===== config.mk =====
export PLATFORM = sky130hd
export DESIGN_NAME = rr_stream_mux_flat
export DESIGN_NICKNAME = d
export VERILOG_FILES = /design/src/rtl/rr_stream_mux_if.sv /design/src/rtl/rr_stream_mux.sv /design/src/flat_wrapper.sv
export SDC_FILE = /design/constraint.sdc
export NUM_CORES = 1
export LEC_CHECK = 0
export CAP_MARGIN = 20
export CORE_AREA = 2 2 53 67
export DETAILED_ROUTE_END_ITERATION = 7
export DIE_AREA = 0 0 55 69
export GPL_ROUTABILITY_DRIVEN = 0
export PLACE_DENSITY = 0.8
export SYNTH_ARGS = -nofsm -noshare
export SYNTH_HDL_FRONTEND = slang
export SYNTH_SLANG_ARGS = --single-unit

===== constraint.sdc =====
create_clock -name clk -period 4 [get_ports clk]
set_input_delay 0.8 -clock clk [delete_from_list [all_inputs] [get_ports clk]]
set_output_delay 0.8 -clock clk [all_outputs]
set_load 0.005 [all_outputs]

===== src/rtl/rr_stream_mux_if.sv =====
// Stream bundle between N input channels and one registered output port of the
// round-robin packet multiplexer. The mux takes the slave view, its environment the master view.
interface rr_stream_mux_if #(
  parameter int N = 4,
  parameter int W = 8
);
  localparam int SW = (N > 2) ? $clog2(N) : 1;

  logic [N*W-1:0] in_data;
  logic [N-1:0]   in_last;
  logic [N-1:0]   in_valid;
  logic [N-1:0]   in_ready;
  logic [W-1:0]   out_data;
  logic           out_last;
  logic [SW-1:0]  out_sel;
  logic           out_valid;
  logic           out_ready;

  modport slave (
    input  in_data, in_last, in_valid, out_ready,
    output in_ready, out_data, out_last, out_sel, out_valid
  );

  modport master (
    output in_data, in_last, in_valid, out_ready,
    input  in_ready, out_data, out_last, out_sel, out_valid
  );
endinterface


===== src/rtl/rr_stream_mux.sv =====
// Packet-aware round-robin multiplexer: one channel owns the output until it sends
// its last beat, then arbitration restarts at the channel after it.
module rr_stream_mux #(
  parameter int N = 4,
  parameter int W = 8
) (
  input logic            clk,
  input logic            rst,
  rr_stream_mux_if.slave bus
);
  localparam int SW = (N > 2) ? $clog2(N) : 1;

  typedef enum logic {IDLE, LOCKED} state_e;

  state_e        state_q, state_d;
  logic [SW-1:0] ptr_q, ptr_d;
  logic [SW-1:0] lockCh_q, lockCh_d;
  logic [W-1:0]  outData_q, outData_d;
  logic          outLast_q, outLast_d;
  logic [SW-1:0] outSel_q, outSel_d;
  logic          outValid_q, outValid_d;

  logic [SW-1:0] rrSel;
  logic [SW-1:0] sel;
  logic [W-1:0]  selData;
  logic          selLast;
  logic          selValid;
  logic          loadEn;
  logic          accept;

  function automatic logic [SW-1:0] wrapInc(input logic [SW-1:0] x);
    logic [SW-1:0] r;
    if (x == SW'(N - 1)) r = '0;
    else                 r = x + 1'b1;
    return r;
  endfunction

  // Modular add kept explicit so non-power-of-two N wraps at N, not 2**SW.
  function automatic logic [SW-1:0] wrapAdd(input logic [SW-1:0] base, input int off);
    int sum;
    sum = int'(base) + off;
    if (sum >= N) sum = sum - N;
    return SW'(sum);
  endfunction

  // Walk from the farthest candidate to the nearest so the first valid after ptr wins.
  always_comb begin
    rrSel = ptr_q;
    for (int off = N - 1; off >= 0; off--) begin
      if (bus.in_valid[wrapAdd(ptr_q, off)]) rrSel = wrapAdd(ptr_q, off);
    end
  end

  assign sel = (state_q == LOCKED) ? lockCh_q : rrSel;

  always_comb begin
    selData  = '0;
    selLast  = 1'b0;
    selValid = 1'b0;
    for (int i = 0; i < N; i++) begin
      if (sel == SW'(i)) begin
        selData  = bus.in_data[i*W +: W];
        selLast  = bus.in_last[i];
        selValid = bus.in_valid[i];
      end
    end
  end

  assign loadEn = !outValid_q || bus.out_ready;
  assign accept = loadEn && selValid && !rst;

  always_comb begin
    bus.in_ready = '0;
    for (int i = 0; i < N; i++) begin
      bus.in_ready[i] = accept && (sel == SW'(i));
    end
  end

  always_comb begin
    state_d    = state_q;
    ptr_d      = ptr_q;
    lockCh_d   = lockCh_q;
    outData_d  = outData_q;
    outLast_d  = outLast_q;
    outSel_d   = outSel_q;
    outValid_d = outValid_q;

    if (accept) begin
      outData_d  = selData;
      outLast_d  = selLast;
      outSel_d   = sel;
      outValid_d = 1'b1;
    end else if (outValid_q && bus.out_ready) begin
      outValid_d = 1'b0;
    end

    if (accept) begin
      case (state_q)
        IDLE: begin
          if (selLast) begin
            ptr_d = wrapInc(sel);
          end else begin
            state_d  = LOCKED;
            lockCh_d = sel;
          end
        end
        LOCKED: begin
          if (selLast) begin
            state_d = IDLE;
            ptr_d   = wrapInc(lockCh_q);
          end
        end
        default: state_d = IDLE;
      endcase
    end
  end

  always_ff @(posedge clk) begin
    if (rst) begin
      state_q    <= IDLE;
      ptr_q      <= '0;
      lockCh_q   <= '0;
      outData_q  <= '0;
      outLast_q  <= 1'b0;
      outSel_q   <= '0;
      outValid_q <= 1'b0;
    end else begin
      state_q    <= state_d;
      ptr_q      <= ptr_d;
      lockCh_q   <= lockCh_d;
      outData_q  <= outData_d;
      outLast_q  <= outLast_d;
      outSel_q   <= outSel_d;
      outValid_q <= outValid_d;
    end
  end

  assign bus.out_data  = outData_q;
  assign bus.out_last  = outLast_q;
  assign bus.out_sel   = outSel_q;
  assign bus.out_valid = outValid_q;
endmodule


===== src/flat_wrapper.sv =====
// flat-port wrapper written by rule: the top's interface ports become plain ports
module rr_stream_mux_flat 
#(
  parameter int N = 4,
  parameter int W = 8
)
  (clk, rst, bus_in_data, bus_in_last, bus_in_valid, bus_out_ready, bus_in_ready, bus_out_data, bus_out_last, bus_out_sel, bus_out_valid);
  rr_stream_mux_if #(.N(N), .W(W)) bus_i ();
  input logic clk;
  input logic rst;
  input wire logic [$bits(bus_i.in_data)-1:0] bus_in_data;
  input wire logic [$bits(bus_i.in_last)-1:0] bus_in_last;
  input wire logic [$bits(bus_i.in_valid)-1:0] bus_in_valid;
  input wire logic [$bits(bus_i.out_ready)-1:0] bus_out_ready;
  output wire logic [$bits(bus_i.in_ready)-1:0] bus_in_ready;
  output wire logic [$bits(bus_i.out_data)-1:0] bus_out_data;
  output wire logic [$bits(bus_i.out_last)-1:0] bus_out_last;
  output wire logic [$bits(bus_i.out_sel)-1:0] bus_out_sel;
  output wire logic [$bits(bus_i.out_valid)-1:0] bus_out_valid;
  assign bus_i.in_data = bus_in_data;
  assign bus_i.in_last = bus_in_last;
  assign bus_i.in_valid = bus_in_valid;
  assign bus_i.out_ready = bus_out_ready;
  assign bus_in_ready = bus_i.in_ready;
  assign bus_out_data = bus_i.out_data;
  assign bus_out_last = bus_i.out_last;
  assign bus_out_sel = bus_i.out_sel;
  assign bus_out_valid = bus_i.out_valid;
  rr_stream_mux #(.N(N), .W(W)) u_core (.clk(clk), .rst(rst), .bus(bus_i));
endmodule

# After elaboration in Yosys (flattened, before gate mapping)

Index checks and enable logic that the tools add are counted.

Add/sub/neg operators: 9
Magnitude comparators: 8
Equality and inequality tests: 6
Mux-type cells: 37
Bitwise operators: 2
Reduce and logical (&&, ||, !) cells: 14

Operators by type and width:

| kind                                                                                 | number |
|---|---|
| 8-bit two-way mux                                                                    | 4 |
| 2-bit two-way mux                                                                    | 13 |
| 1-bit two-way mux                                                                    | 15 |
| 2-bit by 3-bit < comparator with 1-bit output (second input constant)                | 4 |
| 3-bit greater-or-equal comparator (second input constant)                            | 3 |
| 1-bit binary-select mux with 2-bit select                                            | 4 |
| 2-bit by 1-bit subtractor with 2-bit output (second input constant)                  | 4 |
| 1-bit logical AND                                                                    | 7 |
| 2-bit by 2-bit adder with 3-bit output (second input constant)                       | 2 |
| 2-bit == test (second input constant)                                                | 3 |
| 3-bit AND reduction                                                                  | 2 |
| 2-bit by 1-bit adder with 2-bit output (second input constant)                       | 2 |
| 2-bit case mux with 2 select lines                                                   | 1 |
| 2-bit by 1-bit adder with 3-bit output (second input constant)                       | 1 |
| 2-bit by 3-bit greater-or-equal comparator with 1-bit output (second input constant) | 1 |
| 2-bit by 1-bit == test with 1-bit output (second input constant)                     | 1 |
| 1-bit zero test                                                                      | 2 |
| 2-bit zero test                                                                      | 1 |
| 2-bit by 1-bit != test with 1-bit output (second input constant)                     | 1 |
| 2-bit != test (second input constant)                                                | 1 |
| 1-bit inverter                                                                       | 2 |
| 2-bit nonzero test                                                                   | 1 |
| 1-bit logical OR                                                                     | 1 |

Register bits: 17
Bits of input ports: 43
Output and inout port bits: 16
Logic and storage cells: 83

# Longest topological paths before layout

Gate-level depths: netlist of the first run.

Word-level depth: 18
Depth in mapped cells: 10
Mapped depth without buffers: 9

# Worst setup path before layout of the first run

Ideal clock, no wire load.

Path kind: input to output
Start point: input port bus_in_valid[3]
End point: output port bus_in_ready[0]
Arrival time: 2.863 ns
Path slack: 0.337 ns
Stages: 8
Buffers on the path: 1
Cell sequence: and3b_1 > a2111oi_0 > o31ai_1 > ha_1 > nand3b_1 > a211oi_1 > buf_2 > and3_1

Longest elaborated chain between the ends: 15

Ends and longest elaborated chain:

| element                                   | RTL line                                 | text |
|---|---|---|
| from (decl)                               | flat_wrapper.sv:13                       | `input wire logic [$bits(bus_i.in_valid)-1:0] bus_in_valid;` |
| 1-bit binary-select mux with 2-bit select | rr_stream_mux.sv:50                      | `if (bus.in_valid[wrapAdd(ptr_q, off)]) rrSel = wrapAdd(ptr_q, off);` |
| 1-bit two-way mux (not written as such)   | rr_stream_mux.sv:50                      |  |
| 2-bit two-way mux (4 in series)           | rr_stream_mux.sv:50                      |  |
| 2-bit two-way mux                         | rr_stream_mux.sv:54                      | `assign sel = (state_q == LOCKED) ? lockCh_q : rrSel;` |
| 2-bit zero test                           | rr_stream_mux.sv:61, rr_stream_mux.sv:75 |  |
| 1-bit two-way mux (4 in series)           | rr_stream_mux.sv:61                      | `if (sel == SW'(i)) begin` |
| 1-bit logical AND (2 in series)           | rr_stream_mux.sv:70                      | `assign accept = loadEn && selValid && !rst;` |
| 1-bit logical AND (*)                     | rr_stream_mux.sv:75                      | `bus.in_ready[i] = accept && (sel == SW'(i));` |
| to (decl)                                 | flat_wrapper.sv:15                       | `output wire logic [$bits(bus_i.in_ready)-1:0] bus_in_ready;` |

Every way passes the cells marked *; elsewhere a longest branch is shown, timed or not. The select of a mux whose other input is x is not followed.

# Worst setup path after layout of the first run

Start point: input port bus_in_valid[3]
End point: output port bus_in_ready[3]

Longest elaborated chain between the ends: 15

Ends and longest elaborated chain:

| element                                   | RTL line            | text |
|---|---|---|
| 1-bit binary-select mux with 2-bit select | rr_stream_mux.sv:50 |  |
| 1-bit two-way mux (not written as such)   | rr_stream_mux.sv:50 |  |
| 2-bit two-way mux (3 in series)           | rr_stream_mux.sv:50 |  |
| 2-bit two-way mux (*)                     | rr_stream_mux.sv:50 |  |
| 2-bit two-way mux (*)                     | rr_stream_mux.sv:54 |  |
| via u_core.sel[1]                         | rr_stream_mux.sv:24 | `logic [SW-1:0] sel;` |
| 2-bit zero test                           | rr_stream_mux.sv:61 |  |
| 1-bit two-way mux (4 in series)           | rr_stream_mux.sv:61 |  |
| 1-bit logical AND (2 in series)           | rr_stream_mux.sv:70 |  |
| 1-bit logical AND (*)                     | rr_stream_mux.sv:75 |  |

Mark *: on every way through the listed nets, which the timed path passes. The rest lies on a longest branch. The select of a mux whose other input is x is not followed.

==> flow_metrics.py, run 1 <==
metrics = {
    "power": {
        "power.total_w": 0.001607,
        "powerDensity_nw_per_um2": 753.0,
        "p_leak_nw": 0.9230,
        "peakVddDrop_v": 0.0005030,
    },
    "cts": {
        "path_clk_slew_ns": 0.07,
        "cts_sinks": 17,
        "clk_path_buf_depth": 2,
        "holdBufCountCts": 0,
        "cts-htree-levels": 1,
        "clk_latency_ns": 0.26,
        "cts_tree": "yes",
        "cts_root_buffer": "clkbuf_8",
        "cts_buffers": 3,
    },
    "critical_path": {
        "r2r-end": "u_core.bus.out_data[6]",
        "crit_required_ns": 3.20,
        "cp-start-kind": "input pin",
        "reg2reg_depth": 13,
        "cp_top_family": "buffers and inverters",
        "cp_common_cell": "buf_4",
        "critPathBufInv": 6,
        "critPathKind": "in2out",
        "r2r_setup_slack_ns": 0.76,
        "startpoint": "bus_in_valid[3]",
        "critPathCaptureType": "primary output",
        "arrival_ns": 3.09,
        "worst-path-max-fanout": 4,
        "crit_cells": 13,
        "critPathMaxStageDelay_ns": 0.34,
        "r2r_start": "u_core.ptr_q[1]",
        "cp_slowest_cell": "o31ai_4",
        "path_cells": "clkbuf_2, and3b_2, a2111oi_2, buf_4, o31ai_4, inv_2, ha_4, a211oi_4, a211oi_2, buf_4, buf_4, and3_1, dlygate4sd2_1",
    },
    "die": {
        "die_h_um": 69,
        "die-area_um2": 3795,
        "io_pins": 59,
        "rows": 23,
        "fp.coreArea_um2": 3166,
        "initial_core_util_pct": 37.98,
        "die_x_um": 55,
    },
    "detailed_routing": {
        "drtIter0Drc": 34,
        "wl_um": 4379,
        "viasPerCell": 5.790,
        "ant_nets": 0,
        "first_pass_iters": 4,
        "wl_per_cell_um": 16.71,
        "num_vias": 1517,
        "drc_errors": 0,
    },
    "worst_hold_path": {
        "hold_depth": 2,
        "min_to": "u_core.lockCh_q[0]",
        "hold_path_class": "reg2reg",
        "min_from": "u_core.lockCh_q[0]",
    },
    "logic_synthesis": {
        "async_flop_share_pct": 0,
        "yosys.area.top_type": "dfxtp_1",
        "syn-num-nets": 194,
        "yosys_register_bits": 17,
        "syn_area_um2": 1202,
        "ys_types": 40,
        "yosysTopAreaCellShare_pct": 28.30,
        "yosysWarningCount": 0,
        "synth_seq_area_share_pct": 28.30,
        "synth_edf_count": 0,
        "avgSynthCellArea_um2": 8.236,
        "synthCells": 146,
        "ys_top_cells_by_area": "dfxtp_1, a211o_1, a221oi_1",
        "synth_flop_cell": "dfxtp_1",
    },
    "timing": {
        "hold-worst-slack_ns": 0.4974,
        "finalHoldViolations": 0,
        "period_minus_slack_ns": 3.893,
        "fmax_mhz": 256.9,
        "timing.final.crit_share_pct": 97.33,
        "layout_setup_ws_ns": 0.1069,
        "fin_skew_ns": 0.004048,
        "slew_viol_final": 0,
        "finalSetupViolCount": 0,
        "rsz0062_at_grt": "no",
        "slew_headroom_pct": 58.71,
        "tightest_slew_ns": 0.6171,
    },
    "job": {
        "drv_cap": 0,
    },
    "outcome": {
        "run_status": "completed",
    },
    "place": {
        "io_buffer_count": 58,
        "dp_slack_ns": -0.5290,
        "dp_hpwl_um": 3177,
    },
    "grt": {
        "grt.total_usage_pct": 24.64,
        "grt_max_degree": 21,
        "antenna_found_initial": 0,
        "grt_pass1_wl_um": 7038,
        "first_global_vias": 1571,
        "grt-ovfl-total": 0,
    },
    "cells_and_area": {
        "utilization_pct": 67.43,
        "fill_cells": 230,
        "nets": 274,
        "syn2layout_area_growth_pct": 77.52,
        "drive_gt1_share_pct": 23.56,
        "diodes": 0,
    },
}
## how the worst max path moves through the flow
| stage | slack (ns) | end |
|---|---|---|
| 2_1_floorplan | 0.34 | bus_in_ready[0] |
| 3_3_place_gp | -0.40 | bus_in_ready[3] |
| 3_5_place_dp | -0.53 | bus_in_ready[3] |
| 4_1_cts | -0.10 | bus_in_ready[2] |
| 5_1_grt | 0.0006 | bus_in_ready[3] |
| 6_report | 0.11 | bus_in_ready[3] |
## Yosys cell counts (3+ instances only)
| cell | n |
|---|---|
| a311oi_1 | 8 |
| a211oi_1 | 3 |
| o31ai_1 | 4 |
| nand2_1 | 10 |
| buf_2 | 3 |
| and3_1 | 4 |
| clkbuf_1 | 6 |
| inv_1 | 14 |
| a211o_1 | 9 |
| o21ai_0 | 4 |
| nor2_1 | 4 |
| a21oi_1 | 9 |
| nor2b_1 | 5 |
| mux2i_1 | 3 |
| a221oi_1 | 8 |
| dfxtp_1 | 17 |
| ha_1 | 5 |
## timing repair
action | CTS | global route
resized for setup | 24 | 16
cloned | 0 | 0
buffers inserted | 4 | 2
endpoints found under the setup margin | 4 | 4
pin swaps | 5 | 7
## registers in the layout, summed over array words and instances (netlist names)
name,count
u_core.lockCh_q,2
u_core.ptr_q,2
u_core.bus.out_sel,2
u_core.bus.out_valid,1
u_core.bus.out_last,1
u_core.state_q,1
u_core.bus.out_data,8
## where the power goes
part / switching (W) / total [W] / internal [W]
combinational: 0.000568 / 0.00119 / 0.000620
clock: 0.0000634 / 0.000133 / 0.0000694
sequential: 0.0000502 / 0.000286 / 0.000236
## metal layers
metal | wire, µm | part of all wire (%) | track usage, % | vias to the layer above
li1 | - | - | - | 712
met1 | 1577 | 36 | 26.92 | 720
met2 | 2325 | 53 | 42.59 | 73
met3 | 336 | 7.7 | 6.494 | 12
met4 | 140 | 3.2 | 10.03 | 0
met5 | 0 | 0 | 0 | -
## metrics by stage
stage | cells | area [µm²] | TNS [ns]
finish | 262 | 2135 | 0
global route | 262 | 2135 | 0
CTS | 260 | 2074 | -0.2084
detailed placement | 252 | 1934 | -1.997
global placement | 252 | 1934 | -1.550
floorplan | 146 | 1202 | 0
## worst register-to-register path, stage by stage, from the launching register on
cell and delay (ns):
dfxtp_1 0.46, and3b_2 0.24, a2111oi_2 0.05, buf_4 0.15, o31ai_4 0.34, buf_6 0.17, ha_4 0.13, nand3b_1 0.13
buf_4 0.17, buf_4 0.12, a211o_1 0.29, buf_4 0.17, nor2_1 0.48, a311oi_1 0.20
## placed cells by master (no fill, tap or decap), drive strengths merged, types with 2 or more instances in the layout
| cell type | instances |
|---|---|
| clkdlybuf4s50 | 50 |
| buf | 28 |
| dfxtp | 17 |
| inv | 14 |
| nand2 | 10 |
| a211o | 9 |
| a21oi | 9 |
| a221oi | 8 |
| a311oi | 8 |
| clkbuf | 6 |
| nor2b | 5 |
| ha | 5 |
| and3 | 4 |
| o21ai | 4 |
| nor2 | 4 |
| o31ai | 4 |
| mux2i | 3 |
| dlygate4sd2 | 3 |
| a211oi | 3 |
| nand2b | 2 |
| o21a | 2 |
| nand3b | 2 |
| o211ai | 2 |
| dlymetal6s2s | 2 |
| nor3 | 2 |
| nor3b | 2 |
## area by class of cell
cell class	instances	area [µm²]	share of cell area, %
multi-input combinational	104	868.3	40.68
timing repair buffer	86	780.7	36.58
sequential	17	340.3	15.94
inverter	14	52.55	2.462
tap	37	46.29	2.169
clock buffer	3	41.29	1.934
clock inverter	1	5.005	0.2345
## logic make-up (layout without fill, tap and decap cells)
kind of cell	Yosys count	in the layout	synth area share, %
buffers and inverters	25	104	9.365
AOI/OAI and AO/OA	58	58	36.94
muxes	3	3	2.497
DFF	17	17	28.30
adders and majority gates	5	5	5.203
and+or+nand+nor	38	38	17.69
Note: power is estimated with default switching activity, not from simulation.
==> run 2: changes to the inputs <==
--- a/constraint.sdc
+++ b/constraint.sdc
@@ -3,2 +3,2 @@
 set_output_delay 0.8 -clock clk [all_outputs]
-set_load 0.005 [all_outputs]
+set_load 0.1 [all_outputs]
==> flow_metrics.py, run 2 (same netlist as run 1, synthesis figures left out) <==
metrics = {
    "outcome": {
        "run_status": "completed",
    },
    "critical_path": {
        "cp-start-kind": "input pin",
        "reg2reg_depth": 12,
        "critPathKind": "in2out",
        "r2r_setup_slack_ns": 0.88,
        "critPathCaptureType": "primary output",
        "crit_required_ns": 3.20,
        "worst-path-max-fanout": 5,
        "r2r_start": "u_core.ptr_q[1]",
        "r2r-end": "u_core.bus.out_data[7]",
        "arrival_ns": 3.07,
    },
    "timing": {
        "period_minus_slack_ns": 3.868,
        "rsz0062_at_grt": "no",
        "finalHoldViolations": 0,
        "hold-worst-slack_ns": 0.4951,
        "finalSetupViolCount": 0,
        "fmax_mhz": 258.5,
        "slew_headroom_pct": 33.73,
        "timing.final.crit_share_pct": 96.70,
        "fin_skew_ns": 0.01058,
        "tns_ns": 0,
        "tightest_slew_ns": 0.9910,
        "slew_viol_final": 0,
    },
    "grt": {
        "antenna_found_initial": 0,
        "grt-ovfl-total": 0,
        "first_global_vias": 1479,
        "globalRouteMet3Util_pct": 7.359,
        "grt_use_met2_pct": 39.15,
        "grt_max_degree": 21,
        "grt_pass1_wl_um": 6561,
        "grt_busiest_layer": "met2",
        "met1_usage_pct": 25.27,
        "grt.total_usage_pct": 22.91,
    },
    "power": {
        "powerDensity_nw_per_um2": 920.5,
        "p_leak_nw": 0.8753,
        "peakVddDrop_v": 0.0009046,
    },
    "cts": {
        "cts-htree-levels": 1,
        "cts_root_buffer": "clkbuf_8",
        "cts_buffers": 3,
        "clk_latency_ns": 0.26,
        "cts_sinks": 17,
        "cts_tree": "yes",
        "path_clk_slew_ns": 0.06,
        "clk_path_buf_depth": 2,
        "holdBufCountCts": 0,
    },
    "cells_and_area": {
        "diodes": 0,
        "finalInstanceArea_um2": 2145,
        "drive_gt1_share_pct": 25.23,
        "largest_reg_flops": 8,
        "nets": 271,
        "layout_common_cells": "clkdlybuf4s50_1, buf_4, dfxtp_1",
        "layout_commonest_cell": "clkdlybuf4s50_1",
        "syn2layout_area_growth_pct": 78.36,
        "fin_cells": 259,
        "utilization_pct": 67.75,
    },
    "place": {
        "place_area_um2": 1972,
        "place_inst": 251,
        "dp_hpwl_um": 3212,
        "io_buffer_count": 58,
    },
    "detailed_routing": {
        "drc_errors": 0,
        "ant_nets": 0,
        "viasPerCell": 5.668,
        "drtIter0Drc": 38,
        "num_vias": 1468,
        "wl_um": 4059,
        "wl_per_cell_um": 15.67,
        "first_pass_iters": 4,
    },
    "die": {
        "rows": 23,
        "initial_core_util_pct": 37.98,
        "die_x_um": 55,
        "io_pins": 59,
        "fp.coreArea_um2": 3166,
        "die_h_um": 69,
        "die-area_um2": 3795,
    },
    "job": {
        "drv_cap": 0,
    },
    "worst_hold_path": {
        "min_to": "u_core.lockCh_q[1]",
        "hold_path_class": "reg2reg",
        "min_from": "u_core.lockCh_q[1]",
        "hold_depth": 2,
    },
}
[run 2: changes by cell type in the layout (fill, tap and decap cells not counted), moves of 2 or more]
| cell | previous run | this run |
|---|---|---|
| and3_1 | 4 | 0 |
| and3_4 | 0 | 3 |
| buf_12 | 0 | 4 |
| buf_4 | 27 | 25 |
| dlygate4sd2_1 | 3 | 1 |
| ha_2 | 0 | 2 |
| ha_4 | 4 | 1 |
[run 2: repair_timing]
action	4_1_cts	5_1_grt
setup endpoints to repair	4	4
pin swaps	2	4
resized for setup	16	17
setup buffers	2	2
hold endpoints to repair	0	0
[run 2: area by class of cell]
class                           count  area, µm²
Clock buffer                        3      41.29
Fill cell                         257       1021
Timing Repair Buffer               83      799.5
Clock inverter                      1      7.507
Inverter                           14      52.55
Multi-Input combinational cell    104      857.1
Sequential cell                    17      340.3
Tap cell                           37      46.29
[run 2: how the worst max path moves through the flow]
stage / from / end / cells past startpoint
CTS: bus_in_valid[1] / bus_in_ready[2] / 12
global placement: bus_in_valid[3] / bus_in_ready[3] / 11
finish: bus_in_valid[2] / bus_in_ready[0] / 12
detailed placement: bus_in_valid[3] / bus_in_ready[2] / 12
floorplan: bus_in_valid[3] / bus_in_ready[0] / 8
global route: bus_in_valid[2] / bus_in_ready[0] / 12
[run 2: power breakdown]
group | internal, W | total [W] | switching (W) | leakage (nW)
Sequential | 0.000236 | 0.000289 | 0.0000535 | 0.139
Combinational | 0.000611 | 0.00155 | 0.000941 | 0.714
Clock | 0.0000701 | 0.000133 | 0.0000628 | 0.0217
Total | 0.000917 | 0.00197 | 0.00106 | 0.875
[run 2: worst max-delay path: stages]
cell	delay, ns
dlygate4sd2_1	0.30
nor3_4	0.19
a2111oi_4	0.05
buf_4	0.15
o31ai_4	0.32
buf_4	0.18
ha_1	0.16
nand3b_1	0.11
a211oi_2	0.24
buf_4	0.17
and3_2	0.21
buf_12	0.17
[run 2: metal layers]
layer  routed length [µm]  vias up  share of wire, %
met1                 1513      675                37
met4                  124        0               3.1
met3                  301       10               7.4
li1                     -      716                 -
met5                    0        -                 0
met2                 2121       67                52
[run 2: through the flow]
step	total power [W]	setup slack, ns
6_report	0.001974	0.1321
3_3_place_gp	0.001680	-0.1944
4_1_cts	0.001919	0.07436
3_5_place_dp	0.001717	-0.4180
5_1_grt	0.002079	0.01438
2_1_floorplan	0.001278	-0.01086
